`config.mk`:
```
export PLATFORM = sky130hd
export DESIGN_NAME = mem_bus_arbiter
export DESIGN_NICKNAME = d
export VERILOG_FILES = /design/src/rtl/mem_arb_pkg.sv /design/src/rtl/rr_picker.sv /design/src/rtl/mem_bus_arbiter.sv
export SDC_FILE = /design/constraint.sdc
export NUM_CORES = 1
export LEC_CHECK = 0
export ABC_AREA = 1
export CORE_MARGIN = 2
export CORE_UTILIZATION = 40
export CTS_CLUSTER_DIAMETER = 100
export CTS_CLUSTER_SIZE = 30
export DETAILED_ROUTE_END_ITERATION = 10
export HOLD_SLACK_MARGIN = 0.08
export PLACE_DENSITY = 0.82
export SLEW_MARGIN = 5
export SYNTH_ARGS = -nofsm -noshare
export SYNTH_HDL_FRONTEND = slang
export SYNTH_SLANG_ARGS = --single-unit
```
`constraint.sdc`:
```
create_clock -name clk -period 2.3 [get_ports clk]
set_clock_uncertainty 0.1 [all_clocks]
set_input_delay 0.575 -clock clk [delete_from_list [all_inputs] [get_ports clk]]
set_output_delay 0.575 -clock clk [all_outputs]
set_load 0.005 [all_outputs]
```
`src/rtl/mem_arb_pkg.sv`:
```
// Shared types and elaboration helpers for the memory bus arbiter.
// The state encoding is common to the top and any debug tooling that decodes it.
package mem_arb_pkg;

  typedef enum logic [1:0] {
    IDLE  = 2'd0,
    ISSUE = 2'd1,
    WAIT  = 2'd2,
    DONE  = 2'd3
  } arb_state_e;

  // A grant index needs at least one bit even for a degenerate single requester.
  function automatic int id_width(input int n_req);
    return (n_req > 1) ? $clog2(n_req) : 1;
  endfunction

  function automatic bit mem_lat_ok(input int mem_lat);
    return mem_lat >= 1;
  endfunction

  function automatic bit n_req_ok(input int n_req);
    return (n_req >= 2) && (n_req <= 8);
  endfunction

endpackage

```
`src/rtl/rr_picker.sv`:
```
// Combinational rotating priority picker: returns the first set request bit
// found when scanning ptr, ptr+1, ... modulo N_REQ.
module rr_picker #(
  parameter int N_REQ = 3,
  parameter int ID_W  = 2
) (
  input  logic [N_REQ-1:0] req_i,
  input  logic [ID_W-1:0]  ptr_i,
  output logic             found_o,
  output logic [ID_W-1:0]  idx_o
);

  int pos;

  // Scanning from the far end backwards lets the closest hit to ptr win.
  always_comb begin
    found_o = 1'b0;
    idx_o   = '0;
    pos     = 0;
    for (int k = N_REQ - 1; k >= 0; k--) begin
      pos = int'(ptr_i) + k;
      if (pos >= N_REQ) begin
        pos = pos - N_REQ;
      end
      if (req_i[pos]) begin
        found_o = 1'b1;
        idx_o   = ID_W'(pos);
      end
    end
  end

endmodule

```
`src/rtl/mem_bus_arbiter.sv`:
```
// Round-robin arbiter sharing one single-port synchronous memory between
// N_REQ requesters; one single-word transaction in flight at a time.
module mem_bus_arbiter
  import mem_arb_pkg::*;
#(
  parameter int N_REQ   = 3,
  parameter int ADDR_W  = 16,
  parameter int DATA_W  = 32,
  parameter int MEM_LAT = 2
) (
  input  logic                        clk,
  input  logic                        rst,
  input  logic [N_REQ-1:0]            req,
  input  logic [N_REQ-1:0]            we,
  input  logic [N_REQ*ADDR_W-1:0]     addr,
  input  logic [N_REQ*DATA_W-1:0]     wdata,
  output logic [N_REQ-1:0]            ack,
  output logic [DATA_W-1:0]           rdata,
  output logic                        mem_en,
  output logic                        mem_we,
  output logic [ADDR_W-1:0]           mem_addr,
  output logic [DATA_W-1:0]           mem_wdata,
  input  logic [DATA_W-1:0]           mem_rdata,
  output logic                        busy,
  output logic [id_width(N_REQ)-1:0]  grant_id
);

  localparam int ID_W  = id_width(N_REQ);
  localparam int CNT_W = (MEM_LAT > 1) ? $clog2(MEM_LAT) : 1;

  generate
    if (!mem_lat_ok(MEM_LAT)) begin : g_lat_chk
      $error("mem_bus_arbiter: MEM_LAT must be at least 1");
    end
    if (!n_req_ok(N_REQ)) begin : g_nreq_chk
      $error("mem_bus_arbiter: N_REQ must be in 2..8");
    end
  endgenerate

  arb_state_e          state_q, state_d;
  logic [ID_W-1:0]     ptr_q, ptr_d;
  logic [ID_W-1:0]     sel_q, sel_d;
  logic                we_lat_q, we_lat_d;
  logic [ADDR_W-1:0]   addr_lat_q, addr_lat_d;
  logic [DATA_W-1:0]   wdata_lat_q, wdata_lat_d;
  logic [CNT_W-1:0]    lat_cnt_q, lat_cnt_d;
  logic [DATA_W-1:0]   rdata_q, rdata_d;

  logic                pick_found;
  logic [ID_W-1:0]     pick_idx;

  rr_picker #(
    .N_REQ (N_REQ),
    .ID_W  (ID_W)
  ) u_picker (
    .req_i   (req),
    .ptr_i   (ptr_q),
    .found_o (pick_found),
    .idx_o   (pick_idx)
  );

  always_ff @(posedge clk) begin
    if (rst) begin
      state_q     <= IDLE;
      ptr_q       <= '0;
      sel_q       <= '0;
      we_lat_q    <= 1'b0;
      addr_lat_q  <= '0;
      wdata_lat_q <= '0;
      lat_cnt_q   <= '0;
      rdata_q     <= '0;
    end else begin
      state_q     <= state_d;
      ptr_q       <= ptr_d;
      sel_q       <= sel_d;
      we_lat_q    <= we_lat_d;
      addr_lat_q  <= addr_lat_d;
      wdata_lat_q <= wdata_lat_d;
      lat_cnt_q   <= lat_cnt_d;
      rdata_q     <= rdata_d;
    end
  end

  always_comb begin
    state_d     = state_q;
    ptr_d       = ptr_q;
    sel_d       = sel_q;
    we_lat_d    = we_lat_q;
    addr_lat_d  = addr_lat_q;
    wdata_lat_d = wdata_lat_q;
    lat_cnt_d   = lat_cnt_q;
    rdata_d     = rdata_q;

    case (state_q)
      IDLE: begin
        if (pick_found) begin
          sel_d       = pick_idx;
          we_lat_d    = we[pick_idx];
          addr_lat_d  = addr[pick_idx*ADDR_W +: ADDR_W];
          wdata_lat_d = wdata[pick_idx*DATA_W +: DATA_W];
          if (pick_idx == ID_W'(N_REQ - 1)) begin
            ptr_d = '0;
          end else begin
            ptr_d = pick_idx + 1'b1;
          end
          state_d = ISSUE;
        end
      end

      ISSUE: begin
        if (we_lat_q) begin
          state_d = DONE;
        end else if (MEM_LAT == 1) begin
          // Single-cycle memory: the data is already valid at this edge.
          rdata_d = mem_rdata;
          state_d = DONE;
        end else begin
          lat_cnt_d = CNT_W'(MEM_LAT - 1);
          state_d   = WAIT;
        end
      end

      WAIT: begin
        lat_cnt_d = lat_cnt_q - 1'b1;
        if (lat_cnt_d == '0) begin
          rdata_d = mem_rdata;
          state_d = DONE;
        end
      end

      DONE: begin
        state_d = IDLE;
      end

      default: begin
        state_d = IDLE;
      end
    endcase
  end

  assign busy      = (state_q != IDLE);
  assign mem_en    = (state_q == ISSUE);
  assign mem_we    = (state_q == ISSUE) && we_lat_q;
  assign mem_addr  = addr_lat_q;
  assign mem_wdata = wdata_lat_q;
  assign grant_id  = sel_q;
  assign rdata     = rdata_q;
  assign ack       = (state_q == DONE) ? ({{(N_REQ-1){1'b0}}, 1'b1} << sel_q) : '0;

endmodule

```
### Word-level counts from Yosys, hierarchy flattened

Cells that the tools add are included.

* add/subtract/negate cells: 7
* order comparisons: 7
* eq/ne operators: 7
* shifts and indexed selects: 3
* mux-type cells: 28
* bitwise logic cells: 1
* reduce and logical (&&, ||, !) cells: 8

Operator list (count)
* $lt 32x4->1 const B: 3
* $mux 32: 3
* $shiftx 96x8->32: 1
* $ge 32x3->1 const B: 2
* $sub 32x3->32 const B: 2
* $shiftx 48x7->16: 1
* $mux 1: 12
* $mux 2: 6
* $bmux 1 s2: 4
* $pmux 2 s4: 1
* $reduce_and 2->1: 4
* $eq 2x2->1 const B: 3
* $ne 2x2->1 const B: 3
* $reduce_bool 2->1: 2
* $add 2x1->3 const B: 1
* $add 2x2->3 const B: 1
* $lt 2x3->1 const B: 1
* $mux 3: 1
* $shl 1x2->3 const A: 1
* $sub 2x2->3 const B: 1
* $add 2x1->2 const B: 1
* $eq 2x1->1 const B: 1
* $ge 2x2->1 const B: 1
* $logic_not 2->1: 1
* other kinds (4): 4

* bits in registers: 88
* input port bits: 184

### Logic depth before layout (Yosys ltp)

Gate-level depths: netlist of the first run.

* word-level depth: 11
* depth in mapped cells: 15
* gate-level depth less buffers: 15

### By module

From an unflattened synthesis of the first run, not the netlist that was laid out.

* cells, all modules: 741
* area, all modules: 4474.3 um2

Modules (own cells, without submodules)
* mem_bus_arbiter: times used 1, cells an instance 702, area each 4279.1 um2, sequential area each 1761.7 um2
* rr_picker: times used 1, cells an instance 39, area each 195.2 um2, sequential area each 0.0 um2

### Least setup slack after synthesis of the first run

OpenSTA, ideal clock, no wires.

* path kind: register to register
* start point: reg ptr_q[0]
* end point: reg addr_lat_q[0] (netlist: mem_addr[0])
* library setup time: 0.132 ns
* arrival: 1.819 ns
* data required time: 2.068 ns
* slack: 0.249 ns
* cell stages (with the launch flop): 16
* cells stage by stage: dfxtp_1 -> inv_1 -> ha_1 -> inv_2 -> nand2_1 -> nand3_1 -> nand2_2 -> nand2_1 -> nand2_1 -> nand2_2 -> nand2_2 -> buf_2 -> buf_6 -> nand2_1 -> nand3_1 -> a21oi_1

* longest elaborated chain between the ends: 10
* elaborated cells between the ends (all ways): 28

Ends and longest elaborated chain
* start, declared: line mem_bus_arbiter.sv:41 `logic [ID_W-1:0] ptr_q, ptr_d;`
* start signal, assigned: line mem_bus_arbiter.sv:74 `ptr_q <= ptr_d;`
* $add 2x2->3: line rr_picker.sv:21 `pos = int'(ptr_i) + k;`
* $sub 32x3->32 or $ge 32x3->1 (tied branches): line rr_picker.sv:23, rr_picker.sv:22
* $mux 32: line rr_picker.sv:22 `if (pos >= N_REQ) begin`
* $bmux 1 s2: line rr_picker.sv:25 `if (req_i[pos]) begin`
* $mux 1 (implied by the code) (2 in series): line rr_picker.sv:25
* $mux 2 or $mux 1 (tied branches) (3 in series): line rr_picker.sv:25
* $shiftx 48x7->16 or $reduce_and 2->1 (tied branches)
* end signal, assigned: line mem_bus_arbiter.sv:77 `addr_lat_q <= addr_lat_d;`
* end, declared: line mem_bus_arbiter.sv:44 `logic [ADDR_W-1:0] addr_lat_q, addr_lat_d;`

Several ways; a longest one is shown, not always the timed one. The select of a mux whose other input is x is not followed.
A chain may end at the register's enable or synchronous reset.

### Final worst setup path of the first run

* start point: reg state_q[1]
* end point: out ack[2]

* longest elaborated chain between the ends: 2

Ends and longest elaborated chain
* start, declared: line mem_bus_arbiter.sv:40 `arb_state_e state_q, state_d;`
* start signal, assigned: line mem_bus_arbiter.sv:73 `state_q <= state_d;`
* $eq 2x2->1: line mem_bus_arbiter.sv:148 `assign ack = (state_q == DONE) ? ({{(N_REQ-1){1'b0}}, 1'b1} << sel_q) : '0;`
* $mux 3: line mem_bus_arbiter.sv:148
* end, declared: line mem_bus_arbiter.sv:17 `output logic [N_REQ-1:0] ack,`

Every way passes these cells.

==> results of run 1 <==
==> power breakdown <==
group | leakage, uW | total [uW] | internal, uW | switching (uW)
clock | 0.000154 | 1710 | 1060 | 648
sequential | 0.000723 | 2170 | 1940 | 230
combinational | 0.00290 | 6950 | 3300 | 3640
==> metrics by stage <==
stage          setup TNS (ns)  cell area, sq um  std cells
3_5_place_dp           -9.238              8098       1195
4_1_cts                     0              8467       1211
2_1_floorplan               0              5040        776
3_3_place_gp           -6.700              8098       1195
6_report                    0              8692       1221
5_1_grt             -0.003694              8692       1221
==> worst reg2reg max path: stages (launching register included) <==
cell,delay (ns)
dfxtp_4,0.38
inv_2,0.06
ha_4,0.29
inv_2,0.06
nand2_2,0.08
nand3_4,0.09
nand2_4,0.10
nand3_1,0.09
nand2_2,0.13
inv_2,0.06
nor2_4,0.17
buf_4,0.16
clkbuf_16,0.15
nand3_1,0.09
a21oi_1,0.12
==> synth_stat cells, drive strengths merged, types with 7 or more instances <==
cell	number	area, sq um
nand3b	48	360.4
a21oi	55	275.3
buf	17	102.6
dfxtp	88	1762
ha	7	87.58
inv	117	439.2
a21boi	48	360.4
nor2	123	469.2
clkbuf	33	125.1
nand2	132	508.0
nand3	64	325.3
o21ai	41	205.2
==> registers in the layout, indices dropped and copies added (netlist names) <==
register	cells
we_lat_q	1
grant_id	2
ptr_q	2
rdata	32
lat_cnt_q	1
mem_wdata	32
mem_addr	16
state_q	2
==> kinds of logic (layout without fill, tap and decap cells) <==
| family | after synthesis | after routing | synth area share |
|---|---|---|---|
| buffers and inverters | 167 | 440 | 0.1323 |
| adders and majority gates | 7 | 7 | 0.01738 |
| and+or+nand+nor | 369 | 369 | 0.3327 |
| DFF | 88 | 88 | 0.3496 |
| AOI/OAI and AO/OA | 145 | 145 | 0.1681 |
==> path summary, 6_finish.rpt <==
path / to / depth (start not counted)
max: ack[2] / 4
min: lat_cnt_q / 2
max reg2reg: mem_wdata[25] / 14
min reg2reg: lat_cnt_q / 2
==> layout make-up <==
cell class / instances / area (sq um) / share of cell area
flip-flops and latches: 88 / 1772 / 0.2038
multi-input cells: 521 / 2715 / 0.3124
clock buffers: 9 / 225.2 / 0.02591
clock inverters: 7 / 120.1 / 0.01382
well taps: 172 / 215.2 / 0.02476
repair buffers: 307 / 3206 / 0.3688
inverters: 117 / 439.2 / 0.05053
==> repair_timing <==
item                       in CTS  in global routing
cloned                          0                  4
setup endpoints to repair       9                 52
hold endpoints to repair        0                  0
pin swaps                       1                  5
resized for setup              11                 20
setup buffers                   0                  6
==> layer usage <==
layer	GRT usage	share of wire	vias up
li1	-	-	2981
met1	0.2756	0.40	2675
met2	0.4450	0.49	231
met3	0.07161	0.084	27
met4	0.1048	0.025	0
met5	0	0	-
==> key figures, run 1 <==
Yosys
  • Mapped Avg Cell Area: 6.495 sq um
  • Sequential area share after synthesis: 0.3496
  • Synth warn: 0
  • Mapped Cells: 776
  • EDFF count, synth: 0
  • Ys async rst share: 0
  • Mapped Area: 5040 sq um
  • Top FF cell, synth: dfxtp_1
  • #FFs+latches synth: ~90
  • Syn_nets: about 970
  • Library cells used by synthesis: 24

Power
  • Lkg Pwr: 0.003775 uW
  • Power Total: 10830 uW
  • Pwr Density: 1246 nW/um^2
  • VDD IR max: 0.0009841 V

Placement
  • DP HPWL: 12690 um
  • Place WS: -0.2387 ns
  • Gpl congestion: 0.9243
  • Number of port buffers: 271

Timing
  • Final Max Slew Viols: 0
  • Final setup margin: 0.06934 ns
  • Worst slew margin: 0.3401
  • Fin crit share: 0.9699
  • Peak Freq: 0.4483 GHz
  • Setup violators final: 0
  • Slew @ Worst Pin: slightly below 1 ns
  • Min Clock Period, post-route: 2.231 ns
  • Final count of hold timing violations: 0
  • Hold slack: 0.3710 ns

Global route
  • GRT overflow: 0
  • Largest net degree at the start of global routing: 53
  • Number of global-route vias before repair: 5470
  • Initial antenna violation count: 0
  • Gr usage total: 0.2488
  • First-pass GRT wire length: 26230 um

Setup path
  • Setup crit end kind: output pin
  • Max Fanout on Critical Path: 4
  • Critical R2R Launch: ptr_q[0]
  • CP max stage cell: clkdlybuf4s50_1
  • Buf+Inv Stages, Crit Path: 1
  • Crit path kind: flop to output pin
  • CP arrival: approximately 1.6 ns
  • Worst path cell trace: ha_1 > nand2_1 > nor2_1 > clkdlybuf4s50_1
  • Internal reg-to-reg setup slack: around 0.11 ns
  • WP data required: 1.62 ns
  • Crit path launch: state_q[1]
  • CP Launch Type: flop
  • Largest stage delay, worst path: 0.51 ns
  • CP delay by family, top: buffers and inverters

Status
  • Outcome: completed

Floorplan
  • Starting Density: 0.4043
  • Core box area: ~12000 sq um
  • Die X: ~120 um
  • Die Ht: 116.2 um
  • Die area: 13510 sq um
  • Row count: 41
  • Total I/O pin count: about 270

Cells and area
  • Most frequent cells in the layout: clkdlybuf4s50_1, nand2_1, nor2_1, inv_1, dfxtp_1
  • Share of layout cells above drive strength 1: 0.08294
  • Fill count: about 1100
  • Fin nets: 1235
  • ANT cells: 0
  • Area Overhead vs Synth: 72.47%
  • Final Util: 0.6973
  • Most common cell after layout, fill and taps aside: clkdlybuf4s50_1

Route
  • Drt pass-1 iters: 4
  • # DRC: 0
  • Final WL: around 18000 um
  • Drt first-iter violations: 294
  • Routed Antenna Nets: 0
  • Routed len/inst: 14.74 um
  • Via density: 4.844
  • Via count: 5914

Clock tree
  • CTS sink cnt: 88
  • Root Buffer: clkbuf_16
  • Clock Tree Buf Depth: 2
  • Hold_buf cts: 0
  • Worst-path clk slew: 0.06 ns
  • Skew-Pair Late Insertion Delay: approximately 0.35 ns
  • TritonCTS Buffers: 9
  • H-tree levels: 3
  • TritonCTS clock tree: yes

Hold path
  • Min-Delay Startpoint: lat_cnt_q
  • Hold Crit Class: flop to flop

Run
  • Max cap viols: 0
(Power assumes the default switching activity.)
==> inputs of run 2 (changes only) <==
Settings changed: GPL_ROUTABILITY_DRIVEN set to 0.
==> run 2 against run 1 <==
- clock power decreased by 16%
- cell area fell by 1.6%
- critical path type unchanged
- combinational power fell by 2%
- fmax grew 0.73%
==> key figures, run 2 (synthesized netlist as in run 1, its figures left out) <==
Cells and area
  • Area Overhead vs Synth: 69.71%
  • Fill count: 1066
  • Most frequent cells in the layout: clkdlybuf4s50_1, nand2_1, nor2_1, inv_1, dfxtp_1
  • ANT cells: 0
  • Register area: roughly 1800 sq um
  • Area of the multi-input gates: 2678 sq um
  • Fin nets: 1232
  • Share of layout cells above drive strength 1: 0.07170
  • Most common cell after layout, fill and taps aside: clkdlybuf4s50_1
  • Final Cell Area: 8553 sq um
  • Non-filler cells in the finished layout: 1218

Power
  • Combinational power share: 0.655
  • Clk pwr share: 0.137
  • Pwr Density: 1221 nW/um^2
  • VDD IR max: 0.0007967 V
  • Lkg Pwr: about 0.0037 uW
  • Switching part of the total: 0.4242
  • Sequential power share: 0.208
  • Sw Pwr: 4429 uW
  • Pint: 6012 uW

Route
  • Drt first-iter violations: 300
  • Routed len/inst: 14.65 um
  • Via density: 4.845
  • Final WL: 17850 um
  • Routed Antenna Nets: 0
  • # DRC: 0
  • Drt pass-1 iters: 4
  • Via count: slightly below 6000

Timing
  • Final count of hold timing violations: 0
  • Fin crit share: 0.9629
  • Min Clock Period, post-route: ~2.2 ns
  • Final setup margin: around 0.085 ns
  • Slew @ Worst Pin: approximately 1 ns
  • Final Max Slew Viols: 0
  • Setup violators final: 0
  • Peak Freq: 0.4516 GHz
  • Worst slew margin: 0.3461

Setup path
  • Crit path kind: flop to output pin
  • WP data required: 1.62 ns
  • Setup crit end kind: output pin
  • CP arrival: 1.54 ns
  • CP Launch Type: flop
  • Max Fanout on Critical Path: 4

Clock tree
  • CTS sink cnt: 88
  • H-tree levels: 3
  • Root Buffer: clkbuf_16
  • Skew-Pair Late Insertion Delay: 0.33 ns
  • TritonCTS Buffers: 9
  • Clock Tree Buf Depth: 2
  • Worst-path clk slew: 0.06 ns
  • Hold_buf cts: 0
  • TritonCTS clock tree: yes

Placement
  • Number of port buffers: about 270
  • DP HPWL: 12890 um
  • Placed cell count: 1196
  • Place WS: -0.2797 ns
  • Placed instance area: 8093 sq um

Floorplan
  • Die area: 13510 sq um
  • Die Ht: around 120 um
  • Die X: 116.2 um
  • Row count: 41
  • Starting Density: 0.4043
  • Total I/O pin count: between 200 and 300
  • Core box area: about 12000 sq um

Global route
  • GRT overflow: 0
  • Largest net degree at the start of global routing: 53
  • Gr usage total: 0.2517
  • Number of global-route vias before repair: 5512
  • Initial antenna violation count: 0
  • First-pass GRT wire length: 26780 um

Run
  • Max cap viols: 0

Status
  • Outcome: completed

Hold path
  • Hold Crit Class: flop to flop
==> run 2: per-stage QoR <==
step	setup TNS (ns)	util	power, uW	hold WS, ns
3_5_place_dp	-11.45	0.6492	8463	0.3647
6_report	0	0.6861	10440	0.3755
2_1_floorplan	0	-	5729	0.3372
3_3_place_gp	-7.385	0.6492	8346	0.3532
5_1_grt	-0.06180	0.6861	11240	0.4014
4_1_cts	0	0.6748	9991	0.3855
==> run 2: repair_timing <==
action	CTS	global route
pin swaps	0	3
endpoints found under the setup margin	7	50
cloned	0	3
setup buffers	0	3
endpoints found under the hold margin	0	0
resized for setup	13	11
==> run 2: power by group through the flow <==
stage / clock network, uW / registers, uW / logic (uW)
3_5_place_dp: 0 / 2180 / 6280
5_1_grt: 1550 / 2220 / 7470
2_1_floorplan: 0 / 2190 / 3540
4_1_cts: 1460 / 2170 / 6370
6_report: 1430 / 2170 / 6840
3_3_place_gp: 0 / 2160 / 6180
==> run 2: final timing paths <==
path	cells past startpoint	to	from	slack, ns
max	4	ack[2]	state_q[0]	0.09
min	2	lat_cnt_q	lat_cnt_q	0.38
max reg2reg	14	mem_addr[4]	ptr_q[0]	0.09
min reg2reg	2	lat_cnt_q	lat_cnt_q	0.38
==> run 2: layer usage <==
metal / vias to the layer above / part of all wire / track usage
li1: 2971 / - / -
met1: 2635 / 0.39 / 0.2802
met2: 265 / 0.50 / 0.4539
met3: 30 / 0.088 / 0.07109
met4: 0 / 0.023 / 0.09683
met5: - / 0 / 0
==> run 2: worst max-delay path, stage by stage (launching register included) <==
cell and delay (ns):
dfxtp_4 0.37, ha_1 0.18, nand2_1 0.06, nor2_1 0.09, clkdlybuf4s50_1 0.51
==> run 2: layout make-up <==
| cell class | count | area share |
|---|---|---|
| clock buffers | 13 | 0.02809 |
| clock inverters | 3 | 0.004974 |
| inverters | 117 | 0.05135 |
| multi-input cells | 521 | 0.3130 |
| flip-flops and latches | 88 | 0.2068 |
| well taps | 172 | 0.02516 |
| repair buffers | 304 | 0.3705 |
